File: src/rtl/mdu_if.sv
// rtl/mdu_if.sv - Execute-stage to multiply/divide sequencer handshake and HI/LO result bundle
interface mdu_if #(
  parameter int WIDTH = 32
);
  logic             start;
  logic [1:0]       op;
  logic             unsigned_instr;
  logic [WIDTH-1:0] op1;
  logic [WIDTH-1:0] op2;
  logic             abort;
  logic             stall_req;
  logic             busy;
  logic             done;
  logic             hi_write;
  logic             lo_write;
  logic [WIDTH-1:0] hi_out;
  logic [WIDTH-1:0] lo_out;
  logic             div_by_zero;

  modport master (
    output start, op, unsigned_instr, op1, op2, abort,
    input  stall_req, busy, done, hi_write, lo_write, hi_out, lo_out, div_by_zero
  );

  modport slave (
    input  start, op, unsigned_instr, op1, op2, abort,
    output stall_req, busy, done, hi_write, lo_write, hi_out, lo_out, div_by_zero
  );
endinterface

File: src/rtl/mdu_sequencer.sv
// rtl/mdu_sequencer.sv - Radix-2 iterative MULT/DIV sequencer producing one HI/LO write per op
// Define MDU_EARLY_OUT_EN to let multiplies leave CALC once the remaining multiplier bits are zero.
module mdu_sequencer #(
  parameter int WIDTH = 32,
  parameter int CNT_W = 6
) (
  input  logic  clk,
  input  logic  rst,
  mdu_if.slave  bus
);
  localparam logic [1:0] OP_MUL = 2'b01;
  localparam logic [1:0] OP_DIV = 2'b10;

  typedef enum logic [1:0] {S_IDLE, S_CALC, S_FIX, S_DONE} state_e;

  state_e             state_q, state_d;
  logic [CNT_W-1:0]   cnt_q, cnt_d;
  logic [2*WIDTH-1:0] acc_q, acc_d;
  logic [2*WIDTH-1:0] mcand_q, mcand_d;
  logic [WIDTH-1:0]   opb_q, opb_d;
  logic [WIDTH-1:0]   hi_q, hi_d;
  logic [WIDTH-1:0]   lo_q, lo_d;
  logic               is_div_q, is_div_d;
  logic               neg_res_q, neg_res_d;
  logic               neg_rem_q, neg_rem_d;
  logic               dbz_q, dbz_d;

  logic               valid_op, issue_req, issue, early_out, calc_last, done;
  logic [WIDTH-1:0]   abs1, abs2;
  logic [WIDTH:0]     shifted, diff;

  assign valid_op  = (bus.op == OP_MUL) || (bus.op == OP_DIV);
  assign issue_req = (state_q == S_IDLE) && bus.start && valid_op;
  assign issue     = issue_req && !bus.abort;

  assign abs1 = (!bus.unsigned_instr && bus.op1[WIDTH-1]) ? -bus.op1 : bus.op1;
  assign abs2 = (!bus.unsigned_instr && bus.op2[WIDTH-1]) ? -bus.op2 : bus.op2;

  // Restoring divide: acc_q holds the partial remainder, opb_q shifts dividend out and quotient in.
  assign shifted = {acc_q[WIDTH-1:0], opb_q[WIDTH-1]};
  assign diff    = shifted - {1'b0, mcand_q[WIDTH-1:0]};

`ifdef MDU_EARLY_OUT_EN
  assign early_out = !is_div_q && (opb_q[WIDTH-1:1] == '0);
`else
  assign early_out = 1'b0;
`endif

  assign calc_last = (cnt_q == '0) || early_out;

  always_ff @(posedge clk) begin
    if (rst) state_q <= S_IDLE;
    else     state_q <= state_d;
  end

  always_comb begin
    state_d = state_q;
    unique case (state_q)
      S_IDLE: if (issue) state_d = dbz_d ? S_FIX : S_CALC;
      S_CALC: if (calc_last) state_d = S_FIX;
      S_FIX:  state_d = S_DONE;
      S_DONE: state_d = S_IDLE;
      default: state_d = S_IDLE;
    endcase
    if (bus.abort) state_d = S_IDLE;
  end

  always_comb begin
    done            = (state_q == S_DONE) && !bus.abort;
    bus.busy        = (state_q != S_IDLE);
    bus.done        = done;
    bus.hi_write    = done;
    bus.lo_write    = done;
    bus.div_by_zero = done && dbz_q;
    bus.stall_req   = issue_req || ((state_q != S_IDLE) && (state_q != S_DONE));
  end

  assign bus.hi_out = hi_q;
  assign bus.lo_out = lo_q;

  always_comb begin
    cnt_d     = cnt_q;
    acc_d     = acc_q;
    mcand_d   = mcand_q;
    opb_d     = opb_q;
    hi_d      = hi_q;
    lo_d      = lo_q;
    is_div_d  = is_div_q;
    neg_res_d = neg_res_q;
    neg_rem_d = neg_rem_q;
    dbz_d     = (bus.op == OP_DIV) && (bus.op2 == '0);
    unique case (state_q)
      S_IDLE: begin
        if (issue) begin
          is_div_d  = (bus.op == OP_DIV);
          neg_res_d = !bus.unsigned_instr && (bus.op1[WIDTH-1] ^ bus.op2[WIDTH-1]);
          neg_rem_d = !bus.unsigned_instr && bus.op1[WIDTH-1];
          cnt_d     = CNT_W'(WIDTH - 1);
          acc_d     = '0;
          opb_d     = (bus.op == OP_DIV) ? abs1 : abs2;
          mcand_d   = {{WIDTH{1'b0}}, (bus.op == OP_DIV) ? abs2 : abs1};
        end else begin
          dbz_d = dbz_q;
        end
      end
      S_CALC: begin
        dbz_d = dbz_q;
        cnt_d = cnt_q - CNT_W'(1);
        if (is_div_q) begin
          acc_d = {{(WIDTH-1){1'b0}}, diff[WIDTH] ? shifted : diff};
          opb_d = {opb_q[WIDTH-2:0], ~diff[WIDTH]};
        end else begin
          if (opb_q[0]) acc_d = acc_q + mcand_q;
          mcand_d = mcand_q << 1;
          opb_d   = opb_q >> 1;
        end
      end
      S_FIX: begin
        dbz_d = dbz_q;
        // Results land here so hi_out/lo_out are already stable throughout the DONE cycle.
        if (!bus.abort) begin
          if (!is_div_q) begin
            {hi_d, lo_d} = neg_res_q ? -acc_q : acc_q;
          end else if (dbz_q) begin
            hi_d = neg_rem_q ? -opb_q : opb_q;
            lo_d = '1;
          end else begin
            hi_d = neg_rem_q ? -acc_q[WIDTH-1:0] : acc_q[WIDTH-1:0];
            lo_d = neg_res_q ? -opb_q : opb_q;
          end
        end
      end
      default: dbz_d = dbz_q;
    endcase
  end

  always_ff @(posedge clk) begin
    if (rst) begin
      cnt_q     <= '0;
      acc_q     <= '0;
      mcand_q   <= '0;
      opb_q     <= '0;
      hi_q      <= '0;
      lo_q      <= '0;
      is_div_q  <= 1'b0;
      neg_res_q <= 1'b0;
      neg_rem_q <= 1'b0;
      dbz_q     <= 1'b0;
    end else begin
      cnt_q     <= cnt_d;
      acc_q     <= acc_d;
      mcand_q   <= mcand_d;
      opb_q     <= opb_d;
      hi_q      <= hi_d;
      lo_q      <= lo_d;
      is_div_q  <= is_div_d;
      neg_res_q <= neg_res_d;
      neg_rem_q <= neg_rem_d;
      dbz_q     <= dbz_d;
    end
  end
endmodule

File: src/flat_wrapper.sv
// flat-port wrapper written by rule: the top's interface ports become plain ports
module mdu_sequencer_flat 
#(
  parameter int WIDTH = 32,
  parameter int CNT_W = 6
)
  (clk, rst, bus_start, bus_op, bus_unsigned_instr, bus_op1, bus_op2, bus_abort, bus_stall_req, bus_busy, bus_done, bus_hi_write, bus_lo_write, bus_hi_out, bus_lo_out, bus_div_by_zero);
  mdu_if #(.WIDTH(WIDTH)) bus_i ();
  input  logic clk;
  input  logic rst;
  input wire logic [$bits(bus_i.start)-1:0] bus_start;
  input wire logic [$bits(bus_i.op)-1:0] bus_op;
  input wire logic [$bits(bus_i.unsigned_instr)-1:0] bus_unsigned_instr;
  input wire logic [$bits(bus_i.op1)-1:0] bus_op1;
  input wire logic [$bits(bus_i.op2)-1:0] bus_op2;
  input wire logic [$bits(bus_i.abort)-1:0] bus_abort;
  output wire logic [$bits(bus_i.stall_req)-1:0] bus_stall_req;
  output wire logic [$bits(bus_i.busy)-1:0] bus_busy;
  output wire logic [$bits(bus_i.done)-1:0] bus_done;
  output wire logic [$bits(bus_i.hi_write)-1:0] bus_hi_write;
  output wire logic [$bits(bus_i.lo_write)-1:0] bus_lo_write;
  output wire logic [$bits(bus_i.hi_out)-1:0] bus_hi_out;
  output wire logic [$bits(bus_i.lo_out)-1:0] bus_lo_out;
  output wire logic [$bits(bus_i.div_by_zero)-1:0] bus_div_by_zero;
  assign bus_i.start = bus_start;
  assign bus_i.op = bus_op;
  assign bus_i.unsigned_instr = bus_unsigned_instr;
  assign bus_i.op1 = bus_op1;
  assign bus_i.op2 = bus_op2;
  assign bus_i.abort = bus_abort;
  assign bus_stall_req = bus_i.stall_req;
  assign bus_busy = bus_i.busy;
  assign bus_done = bus_i.done;
  assign bus_hi_write = bus_i.hi_write;
  assign bus_lo_write = bus_i.lo_write;
  assign bus_hi_out = bus_i.hi_out;
  assign bus_lo_out = bus_i.lo_out;
  assign bus_div_by_zero = bus_i.div_by_zero;
  mdu_sequencer #(.WIDTH(WIDTH), .CNT_W(CNT_W)) u_core (.clk(clk), .rst(rst), .bus(bus_i));
endmodule
File: config.mk
export PLATFORM = sky130hd
export DESIGN_NAME = mdu_sequencer_flat
export DESIGN_NICKNAME = d
export VERILOG_FILES = /design/src/rtl/mdu_if.sv /design/src/rtl/mdu_sequencer.sv /design/src/flat_wrapper.sv
export SDC_FILE = /design/constraint.sdc
export NUM_CORES = 1
export LEC_CHECK = 0
export CORE_UTILIZATION = 50
export DETAILED_ROUTE_END_ITERATION = 8
export HOLD_SLACK_MARGIN = 0.02
export PLACE_DENSITY = 0.8
export SLEW_MARGIN = 25
export SYNTH_ARGS = -nofsm -noshare
export SYNTH_HDL_FRONTEND = slang
export SYNTH_SLANG_ARGS = --single-unit
File: constraint.sdc
create_clock -name clk -period 6.9 [get_ports clk]
set_input_delay 0.69 -clock clk [delete_from_list [all_inputs] [get_ports clk]]
set_output_delay 0.69 -clock clk [all_outputs]
set_load 0.02 [all_outputs]
---- Word level (Yosys, flattened, before mapping) ----
Cells that the tools add are included.
word-level totals
  memory bits (read-only) ................. 0
  memories kept ........................... 0
  bits in latches ......................... 0
  logic and storage cells ................. 89
  output and inout port bits .............. 70
  input port bits ......................... 71
  register bits after elaboration ......... 236
  RAM bits ................................ 0
operators by class
  mux-type cells .......................... 31
  shift operators ......................... 0
  div/mod/pow operators ................... 0
  bitwise logic cells ..................... 3
  reduce and logical (&&, ||, !) cells .... 26
  multiply operators ...................... 0
  add/subtract/negate cells ............... 8
  order comparisons ....................... 0
  eq/ne operators ......................... 10
operators by type and width
  cell                 number
  $mux 32              13
  $mux 64              6
  $pmux 64 s2          2
  $neg 32->32          4
  $add 64x64->64       1
  $neg 64->64          1
  $pmux 32 s2          1
  $mux 33              1
  $sub 33x32->33       1
  $logic_not 32->1     1
  $pmux 6 s2           1
  $logic_and 1x1->1    10
  $pmux 2 s4           1
  $reduce_and 2->1     4
  $eq 2x2->1 const B   3
  $logic_not 6->1      1
  $mux 2               3
  $mux 6               1
  $reduce_and 3->1     2
  $sub 6x1->6 const B  1
  $eq 2x1->1 const B   2
  $ne 2x1->1 const B   2
  $ne 2x2->1 const B   2
  $reduce_bool 2->1    2
  other kinds (8)      12

---- Longest topological paths before layout ----
  depth after elaboration ................. 9
  gate-level depth with buffers ........... 22
  gate-level depth less buffers ........... 20

---- Worst setup path before layout ----
Ideal clock, no wire load.
  path kind ............................... register to register
  start point ............................. register u_core.opb_q[31]
  end point ............................... register u_core.acc_q[4]
  path slack .............................. 2.909 ns
  arrival ................................. 3.859 ns
  required time ........................... 6.768 ns
  setup time .............................. 0.132 ns
  buffers on the path ..................... 3
  cell stages (with the launch flop) ...... 21
  period minus slack after synthesis ...... 3.991 ns
  path through ............................ dfxtp_1 inv_1 ha_1 fa_1 nor2b_1 o21a_1 o21ai_0 a31oi_1 o2111ai_1 a21o_1 nand3_1 o21bai_1 a22o_1 o21ai_0 ha_1 clkbuf_1 clkbuf_1 clkbuf_1 o211ai_1 o211ai_1 a21oi_1
between the ends
  longest elaborated chain between the ends .. 4
ends and longest elaborated chain
  element                   RTL line              text
  start: declaration        mdu_sequencer.sv:20   logic [WIDTH-1:0] opb_q, opb_d;
  start signal: assignment  mdu_sequencer.sv:153  opb_q <= opb_d;
  $sub 33x32->33            mdu_sequencer.sv:41   assign diff = shifted - {1'b0, mcand_q[WIDTH-1:0]};
  $mux 33                   mdu_sequencer.sv:110  acc_d = {{(WIDTH-1){1'b0}}, diff[WIDTH] ? shifted : diff};
  $mux 64                   mdu_sequencer.sv:109  if (is_div_q) begin
  $pmux 64 s2               mdu_sequencer.sv:92   unique case (state_q)
  end signal: assignment    mdu_sequencer.sv:140  acc_q <= '0;
  end signal: assignment    mdu_sequencer.sv:151  acc_q <= acc_d;
  end: declaration          mdu_sequencer.sv:18   logic [2*WIDTH-1:0] acc_q, acc_d;
Every way passes these cells.
A chain may end at the register's enable or synchronous reset.

---- Worst setup path in the final report ----
  start point ............................. register u_core.opb_q[31]
  end point ............................... register u_core.acc_q[26]
Same word-level chain as after synthesis.

==> summary.log <==
qor: run_status.result_of_the_run finished clean
qor: setup_path.path_max_fanout 20
qor: sta.min_period 5.27 ns
qor: sta.final.period_utilization 76.4%
qor: synthesis.synth_top_area_cell dfxtp_1
qor: finish.final_common_cell nand2_1
qor: clock_network.cts_made_buffers 27
qor: finish.stdcell_area 22900 um^2
qor: clock_network.clkSlewWorstSetupHoldPaths 0.06 ns
qor: finish.drive_above_1_share 4.09%
qor: route.met3WireLength 7200 um
qor: worst_hold_path.timing.hold.worst.class flop to flop
qor: sta.rsz0062_at_grt no
qor: clock_network.cts-root-to-sink-buffers 3
qor: synthesis.synthesis.nets 3031
qor: synthesis.postSynthRegisterBits 236
qor: clock_network.clkSinkCount 236
qor: synthesis.synth.top_cells.by_area dfxtp_1 (23%), xnor2_1 (8.5%), nand2_1 (7.7%)
qor: clock_network.cts_hold_buffers 0
qor: synthesis.yosys_warnings 0
qor: route.detailedRoute.firstIterationViolations 2812
qor: flow_run.max_cap_violations 0
qor: route.drcViolationCount 0
qor: setup_path.worst-endpoint-arrival 5.77 ns
qor: clock_network.post_cts_resized 0
qor: route.drt_pre_antenna_iters 7
qor: route.vias 21700
qor: grt.grt_pass1_wl 110000 um
qor: sta.worst_pin_slew 1.16 ns
qor: finish.area_delta_synth_final 11.5%
qor: sta.finalMaxSlewViolations 0
qor: synthesis.synth_cells 2850
qor: synthesis.synth_seq_area_share 23.0%
qor: setup_path.sort_of_element_at_the_start_of_the_critical_path flop
qor: clock_network.postCtsSetupBuffers 0
qor: placement.routabilityCongestion 1.01
qor: route.detail_route.wl_per_cell 21.2 um
qor: synthesis.count_of_flip_flops_with_a_built_in_enable_after_synthesis 0
qor: synthesis.synth_cell_types 76
qor: die.dieArea 42000 um^2
qor: power.worst_ir_drop_on_vdd 0.165 mV
qor: finish.insertedDiodeCount 0
qor: die.initial_core_utilization 51.2%
qor: clock_network.cts_root_buf clkbuf_16
qor: synthesis.post-synth-top-area-fraction 23.0%
qor: finish.n_fill_cell 3764
qor: route.vias_per_cell 6.46
qor: grt.grt_pass1_vias 19400
qor: power.post_route_total_power 3.68 mW
qor: sta.setup_viol_count_final 0
qor: route.route.antenna.remaining_nets 0
qor: die.floorplan.core_area 40200 um^2
qor: grt.initial_antenna_violation_count 1
qor: clock_network.clk_latency 0.58 ns
qor: route.met2RoutedLength 31000 um
qor: synthesis.synthFlopType dfxtp_1
qor: finish.seq_area 4730 um^2
qor: route.m1WireLength 30200 um
qor: sta.slew_headroom 21.8%
qor: sta.hold_viol 0
qor: route.finalWirelength 71400 um
qor: sta.max_clock_freq 190 MHz
qor: setup_path.timing.critical_path.required 7.40 ns
qor: grt.grt_start_max_net_pins 151
qor: placement.dpl_cell_area 22000 um^2
qor: clock_network.cts_tree built
qor: setup_path.setup.worst_path.class flop to flop
qor: synthesis.synth-async-reset-ratio 0%
qor: synthesis.synth_area 20600 um^2
qor: clock_network.ctsHtreeMaxLevel 1
qor: placement.detailed_place_hpwl 53300 um
qor: route.highest-signal-layer met5
qor: die.die_height 205 um
qor: power.power.density 161 nW/um^2
qor: setup_path.cp-end-kind flop
qor: synthesis.syn_avg_cell_area 7.22 um^2
qor: finish.nets 2996
qor: finish.multi_input_comb_area 14700 um^2
qor: finish.final_util 57.1%
qor: placement.place.port_buffers 140
qor: finish.layout.cells.most_common_list nand2_1 (422), nor2_1 (241), dfxtp_1 (232)
qor: grt.globalRoute.totalOverflow 0
qor: power.static-leakage-power 8.49 nW
qor: sta.setup-tns-final 0 ns
qor: die.io_pins 141
qor: die.floorplan.rows 73
qor: sta.timing.clock.skew 0.0319 ns
qor: die.die_w 205 um
qor: grt.globalRouteTotalUtil 33.1%
==> per-layer routing <==
metal	vias to the layer above	global-route usage, %
met4	2	12.0
met2	1182	51.1
met3	176	5.03
met1	10200	46.4
met5	-	0
li1	10100	-
==> report_power, final <==
part	internal [mW]	switching (mW)	leakage [nW]
registers	1.39	0.0643	1.91
logic	0.284	0.465	6.16
clock network	0.829	0.651	0.428
==> critical path, cell delays in order (launching register included) <==
cell and delay [ns]:
dfxtp_1 0.41, inv_1 0.10, ha_1 0.24, fa_1 0.42
nor2b_1 0.13, o21a_1 0.13, o21ai_0 0.18, a31oi_1 0.36
o2111ai_1 0.23, a21o_1 0.21, nand3_1 0.20, o21bai_1 0.11
a22o_1 0.23, o21ai_0 0.24, ha_1 0.68, clkinv_1 0.47
or4_1 0.51, mux2i_1 0.16, a211oi_1 0.07, o21ai_0 0.15
==> cell usage after synthesis, drive strengths merged (19+ instances only) <==
library cell    n
or3            37
nand4          24
buf            26
dfxtp         236
nand3          38
inv            72
o221ai         32
a311oi         20
o31ai          39
a22oi          45
clkbuf        206
nand2         424
xor2           94
ha            108
nor2b          21
nor4           22
nor2          244
and3           19
o211ai         70
nand2b         25
nor3           57
a21oi         232
o21ai         184
a21o           60
a211oi         54
mux2i          67
xnor2         200
==> cell type report <==
class	instances	area share, %
Clock inverter	17	0.851
Tap cell	525	2.86
Clock buffer	31	3.10
Inverter	74	1.21
Timing Repair Buffer	168	7.17
Sequential cell	236	20.6
Multi-Input combinational cell	2308	64.2
==> through the flow <==
stage | hold slack (ns) | std cells | setup WS (ns)
global placement | 0.440 | 3310 | 1.88
detailed placement | 0.446 | 3310 | 1.75
floorplan | 0.451 | 2850 | 2.91
global route | 0.466 | 3359 | 1.32
CTS | 0.453 | 3358 | 1.73
finish | 0.450 | 3359 | 1.63
==> cells by family (layout without fill, tap and decap cells) <==
group / count (synthesis) / after routing / share of synthesized area (%)
mux: 76 / 76 / 3.81
compound gates: 863 / 863 / 27.2
buf+inv: 306 / 290 / 5.68
flops: 236 / 236 / 23.0
fa+ha+maj: 110 / 110 / 6.76
xor+xnor: 294 / 294 / 12.5
simple gates: 965 / 965 / 21.1
==> registers in the layout (all words and copies together), names as in the netlist <==
signal / flops
u_core.opb_q: 32
u_core.state_q: 2
u_core.dbz_q: 1
u_core.acc_q: 64
u_core.neg_rem_q: 1
u_core.cnt_q: 6
u_core.is_div_q: 1
u_core.mcand_q: 64
u_core.neg_res_q: 1
u_core.bus.lo_out: 32
u_core.bus.hi_out: 32
==> worst paths after layout <==
path	start	endpoint	cells after the start	slack, ns
hold / removal	u_core.bus.lo_out[22]$_SDFFE_PP0P_	u_core.bus.lo_out[22]$_SDFFE_PP0P_	2	0.45
setup / recovery	u_core.opb_q[31]$_SDFFE_PP0P_	u_core.acc_q[26]$_SDFFE_PP0P_	19	1.63
setup reg to reg	u_core.opb_q[31]$_SDFFE_PP0P_	u_core.acc_q[26]$_SDFFE_PP0P_	19	1.63
hold reg to reg	u_core.bus.lo_out[22]$_SDFFE_PP0P_	u_core.bus.lo_out[22]$_SDFFE_PP0P_	2	0.45
Note: power is estimated with default switching activity, not from simulation.
